==> src/rtl/instr_wb_pipelined_slave.sv <==
// Instrumented Wishbone B4 pipelined slave: queues up to DEPTH requests, answers in order
// after a minimum latency, with error injection, response hold-off and request sniffing.
module instr_wb_pipelined_slave #(
    parameter int ADDR_WIDTH = 32,
    parameter int DATA_WIDTH = 32,
    parameter int DEPTH      = 4,
    parameter int LATENCY    = 1
) (
    input  logic                        clk_i,
    input  logic                        rst_i,
    input  logic [ADDR_WIDTH-1:0]       wb_adr_i,
    input  logic [DATA_WIDTH-1:0]       wb_dat_i,
    output logic [DATA_WIDTH-1:0]       wb_dat_o,
    input  logic                        wb_we_i,
    input  logic [DATA_WIDTH/8-1:0]     wb_sel_i,
    input  logic                        wb_stb_i,
    input  logic                        wb_cyc_i,
    output logic                        wb_ack_o,
    output logic                        wb_err_o,
    output logic                        wb_stall_o,
    input  logic                        stall_request_i,
    input  logic                        response_hold_i,
    input  logic                        error_request_i,
    input  logic [DATA_WIDTH-1:0]       injected_data_i,
    output logic [ADDR_WIDTH-1:0]       sniffed_adr_o,
    output logic [DATA_WIDTH-1:0]       sniffed_dat_o,
    output logic [DATA_WIDTH/8-1:0]     sniffed_sel_o,
    output logic                        sniffed_we_o,
    output logic                        sniffed_valid_o,
    output logic [$clog2(DEPTH+1)-1:0]  outstanding_o
);

    localparam int CNT_W = $clog2(DEPTH + 1);
    localparam int PTR_W = (DEPTH > 1) ? $clog2(DEPTH) : 1;
    localparam int AGE_W = (LATENCY > 1) ? $clog2(LATENCY) : 1;

    localparam logic [CNT_W-1:0] CNT_FULL  = CNT_W'(DEPTH);
    localparam logic [PTR_W-1:0] PTR_LAST  = PTR_W'(DEPTH - 1);
    localparam logic [AGE_W-1:0] AGE_READY = AGE_W'(LATENCY - 1);

    // Age saturates at AGE_READY, so it never needs more bits than LATENCY-1.
    typedef struct packed {
        logic             we;
        logic             err;
        logic [AGE_W-1:0] age;
    } entry_t;

    entry_t           fifo_q [DEPTH];
    logic [PTR_W-1:0] wr_ptr_q;
    logic [PTR_W-1:0] rd_ptr_q;
    logic [CNT_W-1:0] count_q;
    entry_t           head;
    logic             accept;
    logic             pop;

    function automatic logic [PTR_W-1:0] next_ptr(input logic [PTR_W-1:0] ptr);
        return (ptr == PTR_LAST) ? '0 : ptr + PTR_W'(1);
    endfunction

    // Full is judged on the registered count only; a same-edge pop is not credited.
    assign wb_stall_o = rst_i | stall_request_i | (count_q == CNT_FULL);
    assign accept     = wb_cyc_i & wb_stb_i & ~wb_stall_o;
    assign head       = fifo_q[rd_ptr_q];
    assign pop        = (count_q != '0) & (head.age >= AGE_READY) & wb_cyc_i & ~response_hold_i;

    assign outstanding_o = count_q;

    // NOTE: queue storage has no reset; count_q alone decides which slots are live.
    always_ff @(posedge clk_i) begin
        for (int i = 0; i < DEPTH; i++) begin
            if (accept && (wr_ptr_q == PTR_W'(i))) begin
                fifo_q[i] <= '{we: wb_we_i, err: error_request_i, age: '0};
            end else if (fifo_q[i].age != AGE_READY) begin
                fifo_q[i].age <= fifo_q[i].age + AGE_W'(1);
            end
        end
    end

    always_ff @(posedge clk_i) begin
        if (rst_i) begin
            wr_ptr_q <= '0;
            rd_ptr_q <= '0;
            count_q  <= '0;
        end else if (!wb_cyc_i) begin
            // Aborted cycle: every queued request is dropped silently.
            wr_ptr_q <= '0;
            rd_ptr_q <= '0;
            count_q  <= '0;
        end else begin
            if (accept) wr_ptr_q <= next_ptr(wr_ptr_q);
            if (pop)    rd_ptr_q <= next_ptr(rd_ptr_q);
            case ({accept, pop})
                2'b10:   count_q <= count_q + CNT_W'(1);
                2'b01:   count_q <= count_q - CNT_W'(1);
                default: count_q <= count_q;
            endcase
        end
    end

    always_ff @(posedge clk_i) begin
        if (rst_i) begin
            wb_ack_o <= 1'b0;
            wb_err_o <= 1'b0;
            wb_dat_o <= '0;
        end else begin
            wb_ack_o <= pop & ~head.err;
            wb_err_o <= pop & head.err;
            wb_dat_o <= (pop && !head.err && !head.we) ? injected_data_i : '0;
        end
    end

    always_ff @(posedge clk_i) begin
        if (rst_i) begin
            sniffed_adr_o   <= '0;
            sniffed_dat_o   <= '0;
            sniffed_sel_o   <= '0;
            sniffed_we_o    <= 1'b0;
            sniffed_valid_o <= 1'b0;
        end else begin
            sniffed_valid_o <= accept;
            if (accept) begin
                sniffed_adr_o <= wb_adr_i;
                sniffed_dat_o <= wb_dat_i;
                sniffed_sel_o <= wb_sel_i;
                sniffed_we_o  <= wb_we_i;
            end
        end
    end

endmodule

==> config.mk <==
export PLATFORM = sky130hd
export DESIGN_NAME = instr_wb_pipelined_slave
export DESIGN_NICKNAME = d
export VERILOG_FILES = /design/src/rtl/instr_wb_pipelined_slave.sv
export SDC_FILE = /design/constraint.sdc
export NUM_CORES = 1
export LEC_CHECK = 0
export BUFFER_PORTS_ARGS = -buffer_cell sky130_fd_sc_hd__buf_2
export CAP_MARGIN = 20
export CORE_AREA = 3 3 85 119
export DETAILED_ROUTE_END_ITERATION = 8
export DIE_AREA = 0 0 88 122
export PLACE_DENSITY_LB_ADDON = 0.25
export SLEW_MARGIN = 15
export SYNTH_ARGS = -nofsm -noshare
export SYNTH_HDL_FRONTEND = slang
export SYNTH_SLANG_ARGS = --single-unit
==> constraint.sdc <==
create_clock -name clk_i -period 6.5 [get_ports clk_i]
set_clock_uncertainty 0.05 [all_clocks]
set_input_delay 1.3 -clock clk_i [delete_from_list [all_inputs] [get_ports clk_i]]
set_output_delay 1.3 -clock clk_i [all_outputs]
set_load 0.03 [all_outputs]
==> impl_metrics.toml, run 1 <==
[timing]
tightestPinTransition_ps = 867.6
hold_viol_final = 0
max_freq_mhz = 251.4
rsz0062_at_grt = "false"
setup_viol = 0
timing.final.max_slew_violations = 0
fin_setup_tns_ps = 0
final.period_utilization = 0.6121
slew-limit-headroom = 0.4216
finalCriticalPeriod_ps = 3978

[cts]
clk_pin_slew_ps = 50
clockBufferDepth = 2
clkLatencyLatePin_ps = 400
clock-sinks = 121
tritoncts = "yes"
cts_setup_buffers = 0
cts-root-buf = "clkbuf_16"
cts_resized = 0
numCtsBuffers = 17
ctsHoldBuffers = 0
cts.htree.levels = 4

[drt]
viasPerCell = 5.361
dr_total_vias = 4133
drt-initial-drc-count = 197
finalWirelength_um = 11220
drc = 0
wl_per_cell_um = 14.55
antenna_left = 0
firstDrtPassIters = 6

[critical_path]
path_class = "primary input to register"
start_kind = "primary input"
worstSetupEndpointType = "register"
crit_chain = "buf_2, buf_4, nand4bb_2, buf_4, nor2_1, inv_1, ha_1, inv_1, fa_1, xor2_1, or3_1, a21oi_1"
crit_buf_inv = 5
slowest_stage = "buf_4"
crit_family = "buffers and inverters"
cp_slowest_stage_delay_ps = 570
cp.required_ps = 6770
critPathMaxFanout = 75
worstPathArrival_ps = 4250

[global_route]
first_global_vias = 4039
grt_overflow_total = 0
grt_pass1_wl_um = 17790
gr-usage-all-layers = 0.2105
antenna_found_initial = 0
grt_max_degree = 76

[pwr]
clkPwrFrac = 0.511
netSwitchingFraction = 0.2069
seqPwrFrac = 0.433
leakage_nw = 2.701
p_switching_w = 0.0003660
power_density_mw_per_mm2 = 285.8
pwr-share-comb = 0.056
ir_worst_vdd_v = 0.0002113
intPower_w = 0.001403

[synth]
synth_cell_types = 28
syn_nets = 572
synthArstFlopShare = 0
synth_area_per_cell_um2 = 9.881
synth_common_cells = "dfxtp_1, a21oi_1, o21ai_0, nand3_1, clkbuf_1"
yosys_warnings = 0
synth_cells = 457
ys.flop_type = "dfxtp_1"
synth_top_area_share = 0.5010
synth_edf_count = 8
yosys-top-cells-area = "dfxtp_1, a21oi_1, nor3b_2"
yosysSeqAreaShare = 0.5542
synth.most_common_cell = "dfxtp_1"
synth_top_area_cell = "dfxtp_1"
ys_ff_latch = 121
synthesis.area_mm2 = 0.004516

[placed_design]
place.gp.congestion = 0.7321
dp_hpwl_um = 7455
port_buffers = 215

[floorplan]
placementRows = 41
fp.dieW_um = 88
die_area_mm2 = 0.01074
ios = 216
die_y_um = 122
start_util = 0.4973
core-area_mm2 = 0.009080

[final_layout]
n_antenna_cell = 0
area_growth_pct = 37.05
final_util = 0.6815
fillCellCount = 741
regArea_mm2 = 0.002502
multi_input_area_mm2 = 0.001815
layout-drive-gt1-share = 0.4292
fin_nets = 766

[worst_hold_path]
min_path_type = "register to register"

[run_status]
status = "finished clean"

[run]
maxCapViolCount = 0
[stage by stage]
| step | std cells | area (um^2) | worst slack, ps | hold WS, ps | power (W) |
|---|---|---|---|---|---|
| 2_1_floorplan | 457 | 4516 | 3195 | 421.6 | 0.0008305 |
| 3_3_place_gp | 739 | 5599 | 2199 | 407.9 | 0.0008786 |
| 3_5_place_dp | 739 | 5599 | 2106 | 413.1 | 0.0008803 |
| 4_1_cts | 771 | 6188 | 2524 | 420.4 | 0.001791 |
| 5_1_grt | 771 | 6188 | 2246 | 437.4 | 0.001832 |
| 6_report | 771 | 6188 | 2522 | 418.6 | 0.001769 |
[path summary, 6_finish.rpt]
path,from,end,slack [ps],cells past startpoint
worst max-delay path,rst_i,outstanding_o[2]$_SDFFE_PP0P_,2520,12
worst min register to register,sniffed_dat_o[24]$_SDFFE_PP0P_,sniffed_dat_o[24]$_SDFFE_PP0P_,420,2
worst max register to register,outstanding_o[2]$_SDFFE_PP0P_,outstanding_o[2]$_SDFFE_PP0P_,3770,10
worst min-delay path,sniffed_dat_o[24]$_SDFFE_PP0P_,sniffed_dat_o[24]$_SDFFE_PP0P_,420,2
[metal layers]
layer  up-vias  track usage  part of all wire
met5         -            0                 0
met3        18      0.06698             0.087
li1       2019            -                 -
met2       192       0.3844              0.52
met1      1904       0.2137              0.37
met4         0      0.09309             0.020
[flip-flops by register name, summed over array words and instances (netlist names), named ones only]
| signal | flops |
|---|---|
| fifo_q | 8 |
| sniffed_sel_o | 4 |
| outstanding_o | 3 |
| wb_ack_o | 1 |
| rd_ptr_q | 2 |
| sniffed_adr_o | 32 |
| sniffed_dat_o | 32 |
| wr_ptr_q | 2 |
| sniffed_we_o | 1 |
| wb_err_o | 1 |
| wb_dat_o | 32 |
| sniffed_valid_o | 1 |
[power groups by stage]
stage                     combinational [W]  sequential, W  clock (W)
final                             0.0000999       0.000765   0.000904
after floorplan                   0.0000323       0.000798          0
after global placement            0.0000985       0.000780          0
after CTS                          0.000101       0.000765   0.000926
after global routing               0.000109       0.000765   0.000958
after detailed placement           0.000100       0.000780          0
[logic make-up (layout without fill, tap and decap cells)]
family / Yosys count / in the layout / synth area share
compound gates: 147 / 147 / 0.1640
buf+inv: 53 / 260 / 0.04960
flops: 121 / 121 / 0.5542
mux: 2 / 2 / 0.01081
fa+ha+maj: 7 / 7 / 0.02106
xor+xnor: 2 / 2 / 0.003880
simple gates: 125 / 125 / 0.1965
[area by class of cell]
cell class	instances	share of cell area
Sequential cell	121	0.4044
Multi-Input combinational cell	283	0.2934
Timing Repair Buffer	221	0.1812
Clock buffer	26	0.08593
Tap cell	107	0.02163
Clock inverter	6	0.009300
Inverter	7	0.004246
[cell usage in the layout, fill, tap and decap left out]
master      instances
clkbuf_1            4
nor4b_1             1
ha_1                6
inv_1               7
buf_4               6
o21ai_0            72
edfxtp_1            8
nand2b_1            2
mux4_1              1
clkbuf_16          19
clkinvlp_4          1
or4_1               2
o31ai_1             2
clkbuf_8            3
bufinv_16           1
buf_2             215
xor2_1              2
mux4_2              1
nor3b_2            30
clkinv_2            4
nor3_1              1
nand3_1            70
fa_1                1
or3b_2              2
or4_2               1
dfxtp_1           113
nand4bb_2           1
nor3b_1             3
nor4bb_4            1
a21oi_1            73
and3_1              4
or3_1               2
nor2_1              5
[worst min-delay path: cells and delay by family (launching register included)]
family / cells / cell delay (ps)
flip-flops: 1 / 300
AO/OA/AOI/OAI: 2 / 120
No activity file was read; power rests on OpenSTA's default activity.
==> run 2: changes to the inputs <==
CORE_AREA = 3 3 92 129   (was 3 3 85 119)
DIE_AREA = 0 0 95 132   (was 0 0 88 122)
clock period = 3.4 ns   (was 6.5 ns; I/O delays follow)
==> run 2 against run 1 <==
  * Utilization shrank 11 points
  * Clock-buffer cell count shrank 3
  * Via count shrank 0.53%
  * Wire length grew 6.2%
  * First-iteration DRC count grew 8.6%
  * Critical path type is now register to output port
  * Largest cell class unchanged
  * Largest power group unchanged
==> impl_metrics.toml, run 2 (synthesized netlist as in run 1, its figures left out) <==
[run_status]
status = "finished clean"

[cts]
ctsHoldBuffers = 0
cts_setup_buffers = 0
cts_resized = 0
clk_pin_slew_ps = 50
clkLatencyLatePin_ps = 390
tritoncts = "yes"
cts.htree.levels = 4
clockBufferDepth = 2
cts-root-buf = "clkbuf_16"
numCtsBuffers = 17
clock-sinks = 121

[timing]
final.period_utilization = 0.8008
max_freq_mhz = 367.3
slew-limit-headroom = 0.4154
tightestPinTransition_ps = 876.8
finalCriticalPeriod_ps = 2723
hold_viol_final = 0
timing.final.max_slew_violations = 0
fin_setup_tns_ps = 0
setup_viol = 0
rsz0062_at_grt = "false"

[drt]
viasPerCell = 5.120
drt-initial-drc-count = 214
finalWirelength_um = 11910
wl_per_cell_um = 14.83
drc = 0
antenna_left = 0
dr_total_vias = 4111
firstDrtPassIters = 4

[pwr]
ir_worst_vdd_v = 0.0003625
leakage_nw = 2.713
pwr-share-comb = 0.055
power_density_mw_per_mm2 = 557.0
netSwitchingFraction = 0.2024
clkPwrFrac = 0.524
seqPwrFrac = 0.420
intPower_w = 0.002776
p_switching_w = 0.0007047

[final_layout]
layout_commonest_cell = "buf_2"
layout-drive-gt1-share = 0.4335
fillCellCount = 989
n_antenna_cell = 0
reg_top3 = "sniffed_adr_o (32), sniffed_dat_o (32), wb_dat_o (32)"
area_growth_pct = 38.40
layout_common_cells = "buf_2, dfxtp_1, a21oi_1"
fin_nets = 766
final_util = 0.5751
regArea_mm2 = 0.002502
multi_input_area_mm2 = 0.001812

[global_route]
first_global_vias = 3933
grt_pass1_wl_um = 18860
grt_overflow_total = 0
grt_max_degree = 74
antenna_found_initial = 0
gr-usage-all-layers = 0.1880

[critical_path]
worstSetupEndpointType = "output port"
crit_chain = "nor3b_2, buf_4, or3_1, buf_2"
worstPathArrival_ps = 1990
slowest_stage = "buf_4"
crit_buf_inv = 2
crit_family = "buffers and inverters"
path_class = "register to output port"
cp_slowest_stage_delay_ps = 530
start_kind = "register"
critPathMaxFanout = 71
cp.required_ps = 2670

[placed_design]
port_buffers = 215
place.gp.congestion = 0.7415
dp_hpwl_um = 8126

[run]
maxCapViolCount = 0

[floorplan]
die_area_mm2 = 0.01254
die_y_um = 132
placementRows = 45
start_util = 0.4155
core-area_mm2 = 0.01087
fp.dieW_um = 95
ios = 216

[worst_hold_path]
min_path_type = "register to register"
run 2: cell types whose count changed in the layout (fill, tap and decap cells not counted), sizes merged:
cell,delta
bufinv,+2
inv,+1
clkbuf,-3
clkinv,-1
clkinvlp,-1
run 2: cell type report:
type / count / area share
flip-flops and latches: 121 / 0.4004
multi-input cells: 283 / 0.2899
repair buffers: 221 / 0.1794
clock buffers: 23 / 0.07968
well taps: 141 / 0.02823
clock inverters: 7 / 0.01822
inverters: 7 / 0.004204
run 2: routing by layer:
metal	GRT usage	part of all wire
met1	0.2157	0.39
met2	0.3213	0.51
met3	0.06682	0.090
met4	0.06019	0.010
met5	0	0
run 2: final timing paths:
path / from / to / slack, ps / cells past startpoint
worst max-delay path: outstanding_o[2]$_SDFFE_PP0P_ / wb_stall_o / 680 / 4
worst min-delay path: sniffed_dat_o[4]$_SDFFE_PP0P_ / sniffed_dat_o[4]$_SDFFE_PP0P_ / 420 / 2
worst max register to register: register / wb_dat_o[0]$_SDFF_PP0_ / 1040 / 3
worst min register to register: sniffed_dat_o[4]$_SDFFE_PP0P_ / sniffed_dat_o[4]$_SDFFE_PP0P_ / 420 / 2
run 2: power groups by stage:
stage	Sequential (W)	Clock, W	Combinational [W]
after floorplan	0.00153	0	0.0000617
after global placement	0.00149	0	0.000191
after detailed placement	0.00149	0	0.000194
after CTS	0.00146	0.00187	0.000195
after global routing	0.00146	0.00192	0.000210
final	0.00146	0.00183	0.000193
run 2: worst reg2reg max path: cells and delay by family, from the launching register on:
kind,cells,cell delay [ps]
AND/OR/NAND/NOR,2,1320
multiplexers,1,520
flip-flops,1,380
run 2: metrics by stage:
step	setup slack (ps)	hold slack, ps	std cells	power (W)	cell area, um^2
3_5_place_dp	810.4	412.8	773	0.001685	5638
3_3_place_gp	856.9	408.3	773	0.001683	5638
2_1_floorplan	723.1	421.6	457	0.001588	4516
4_1_cts	623.9	420.1	803	0.003522	6250
5_1_grt	535.0	430.8	803	0.003599	6250
6_report	677.4	421.8	803	0.003481	6250
==> run 3: changes to the inputs <==
CORE_AREA = 3 3 88 124   (was 3 3 92 129)
DIE_AREA = 0 0 91 127   (was 0 0 95 132)
clock period = 2.73 ns   (was 3.4 ns; I/O delays follow)
==> run 3 against run 2 <==
  * Total power grew 26%
  * Sequential share of layout area shrank 0.34 points
  * Non-clock buffer count grew 2
  * Utilization grew 6.2 points
  * Die area shrank 7.8%
  * Via count grew 0.78%
  * First-iteration DRC count grew 12%
  * Sequential cell count is the same
  * Sequential power grew 25%
  * Critical path depth grew 1
  * Clock power grew 27%
  * Cell count shrank 0.25%
==> impl_metrics.toml, run 3 (synthesized netlist as in run 1, its figures left out) <==
[cts]
clkLatencyLatePin_ps = 410
cts_setup_buffers = 0
clockBufferDepth = 2
numCtsBuffers = 17
ctsHoldBuffers = 0
cts-root-buf = "clkbuf_16"
cts.htree.levels = 4
clock-sinks = 121
clk_pin_slew_ps = 50
tritoncts = "yes"

[final_layout]
fin_area_mm2 = 0.006304
n_antenna_cell = 0
area_growth_pct = 39.60
layout-drive-gt1-share = 0.4369
reg_top3 = "sniffed_adr_o (32), sniffed_dat_o (32), wb_dat_o (32)"
layout_commonest_cell = "buf_2"
final_util = 0.6368
fin_nets = 768
layout_common_cells = "buf_2, dfxtp_1, a21oi_1"

[timing]
tightestPinTransition_ps = 857.0
setup_viol = 0
final.period_utilization = 0.8958
hold_viol_final = 0
finalCriticalPeriod_ps = 2446
fin_setup_tns_ps = 0
slew-limit-headroom = 0.4287
timing.final.max_slew_violations = 0
rsz0062_at_grt = "false"
hold_ws_ps = 314.1
max_freq_mhz = 408.9

[drt]
finalWirelength_um = 11970
dr_total_vias = 4143
antenna_left = 0
firstDrtPassIters = 4
drc = 0
viasPerCell = 5.172
drt-initial-drc-count = 239
wl_per_cell_um = 14.95

[global_route]
use_met1 = 0.2265
busiest_layer = "met2"
grtUsageMet2 = 0.3595
grt_max_degree = 72
grt_pass1_wl_um = 19220
antenna_found_initial = 0
grt_overflow_total = 0
gr-usage-all-layers = 0.2067
first_global_vias = 4044
use_met3 = 0.06773

[pwr]
netSwitchingFraction = 0.2168
ir_worst_vdd_v = 0.0004343
total_power_w = 0.004387
p_switching_w = 0.0009513
seqPwrFrac = 0.415
pwr-share-comb = 0.055
clkPwrFrac = 0.530
power_density_mw_per_mm2 = 696.0
intPower_w = 0.003436
leakage_nw = 2.725

[floorplan]
placementRows = 43
die_area_mm2 = 0.01156
core-area_mm2 = 0.009899
die_y_um = 127
ios = 216
start_util = 0.4561
fp.dieW_um = 91

[critical_path]
crit_chain = "buf_2, buf_4, buf_4, or3_1, buf_2"
slowest_stage = "buf_4"
start_kind = "primary input"
worstPathArrival_ps = 1850
cp.required_ps = 2130
worstSetupEndpointType = "output port"
cp_slowest_stage_delay_ps = 520
critPathMaxFanout = 56
path_class = "primary input to output port"

[placed_design]
dp_hpwl_um = 8076
placed_area_mm2 = 0.005670
port_buffers = 215
place.gp.congestion = 0.8050

[run_status]
status = "finished clean"

[run]
maxCapViolCount = 0

[worst_hold_path]
min_path_type = "primary input to register"
==> run 3: cell count changes in the layout (fill, tap and decap cells not counted), sizes merged <==
cell,delta
clkbuf,-3
inv,+2
buf,+2
clkinvlp,+3
==> run 3: routing by layer <==
| metal | routed length [um] | part of all wire |
|---|---|---|
| met3 | 905 | 0.076 |
| met1 | 4540 | 0.38 |
| met2 | 6234 | 0.52 |
| met5 | 0 | 0 |
| met4 | 291 | 0.024 |
==> run 3: power by group through the flow <==
stage	registers [W]	clock network [W]	logic [W]
after CTS	0.00182	0.00237	0.000242
after floorplan	0.00190	0	0.0000769
final	0.00182	0.00233	0.000240
after detailed placement	0.00186	0	0.000241
after global placement	0.00186	0	0.000238
after global routing	0.00182	0.00246	0.000263
==> run 3: worst paths after layout <==
kind                                 startpoint                       endpoint  slack (ps)  depth (start not counted)
hold reg to reg   sniffed_sel_o[1]$_SDFFE_PP0P_  sniffed_sel_o[1]$_SDFFE_PP0P_         420                          2
setup reg to reg  outstanding_o[2]$_SDFFE_PP0P_  outstanding_o[2]$_SDFFE_PP0P_         540                          9
setup / recovery                          rst_i                     wb_stall_o         280                          5
hold / removal                  error_request_i         fifo_q[1][1]$_DFFE_PP_         310                          1
==> run 3: critical path, delay by kind of cell <==
| kind | cells | cell delay (ps) |
|---|---|---|
| AND/OR/NAND/NOR | 1 | 190 |
| buffers and inverters | 4 | 1060 |
==> run 3: area by class of cell <==
class,count,area (um^2)
Clock inverter,12,161.4
Sequential cell,121,2502
Inverter,7,26.28
Timing Repair Buffer,223,1165
Multi-Input combinational cell,283,1812
Clock buffer,20,467.9
Fill cell,879,3596
Tap cell,135,168.9
==> run 3: timing repair <==
| action | CTS | global route |
|---|---|---|
| endpoints found under the hold margin | 0 | 0 |
| endpoints found under the setup margin | 0 | 1 |
| resized for setup | 0 | 1 |
==> run 3: per-stage QoR <==
step | setup slack (ps) | std cells
floorplan | 105.3 | 457
detailed placement | 314.4 | 769
CTS | 137.5 | 801
global placement | 320.2 | 769
global route | 132.8 | 801
finish | 284.3 | 801
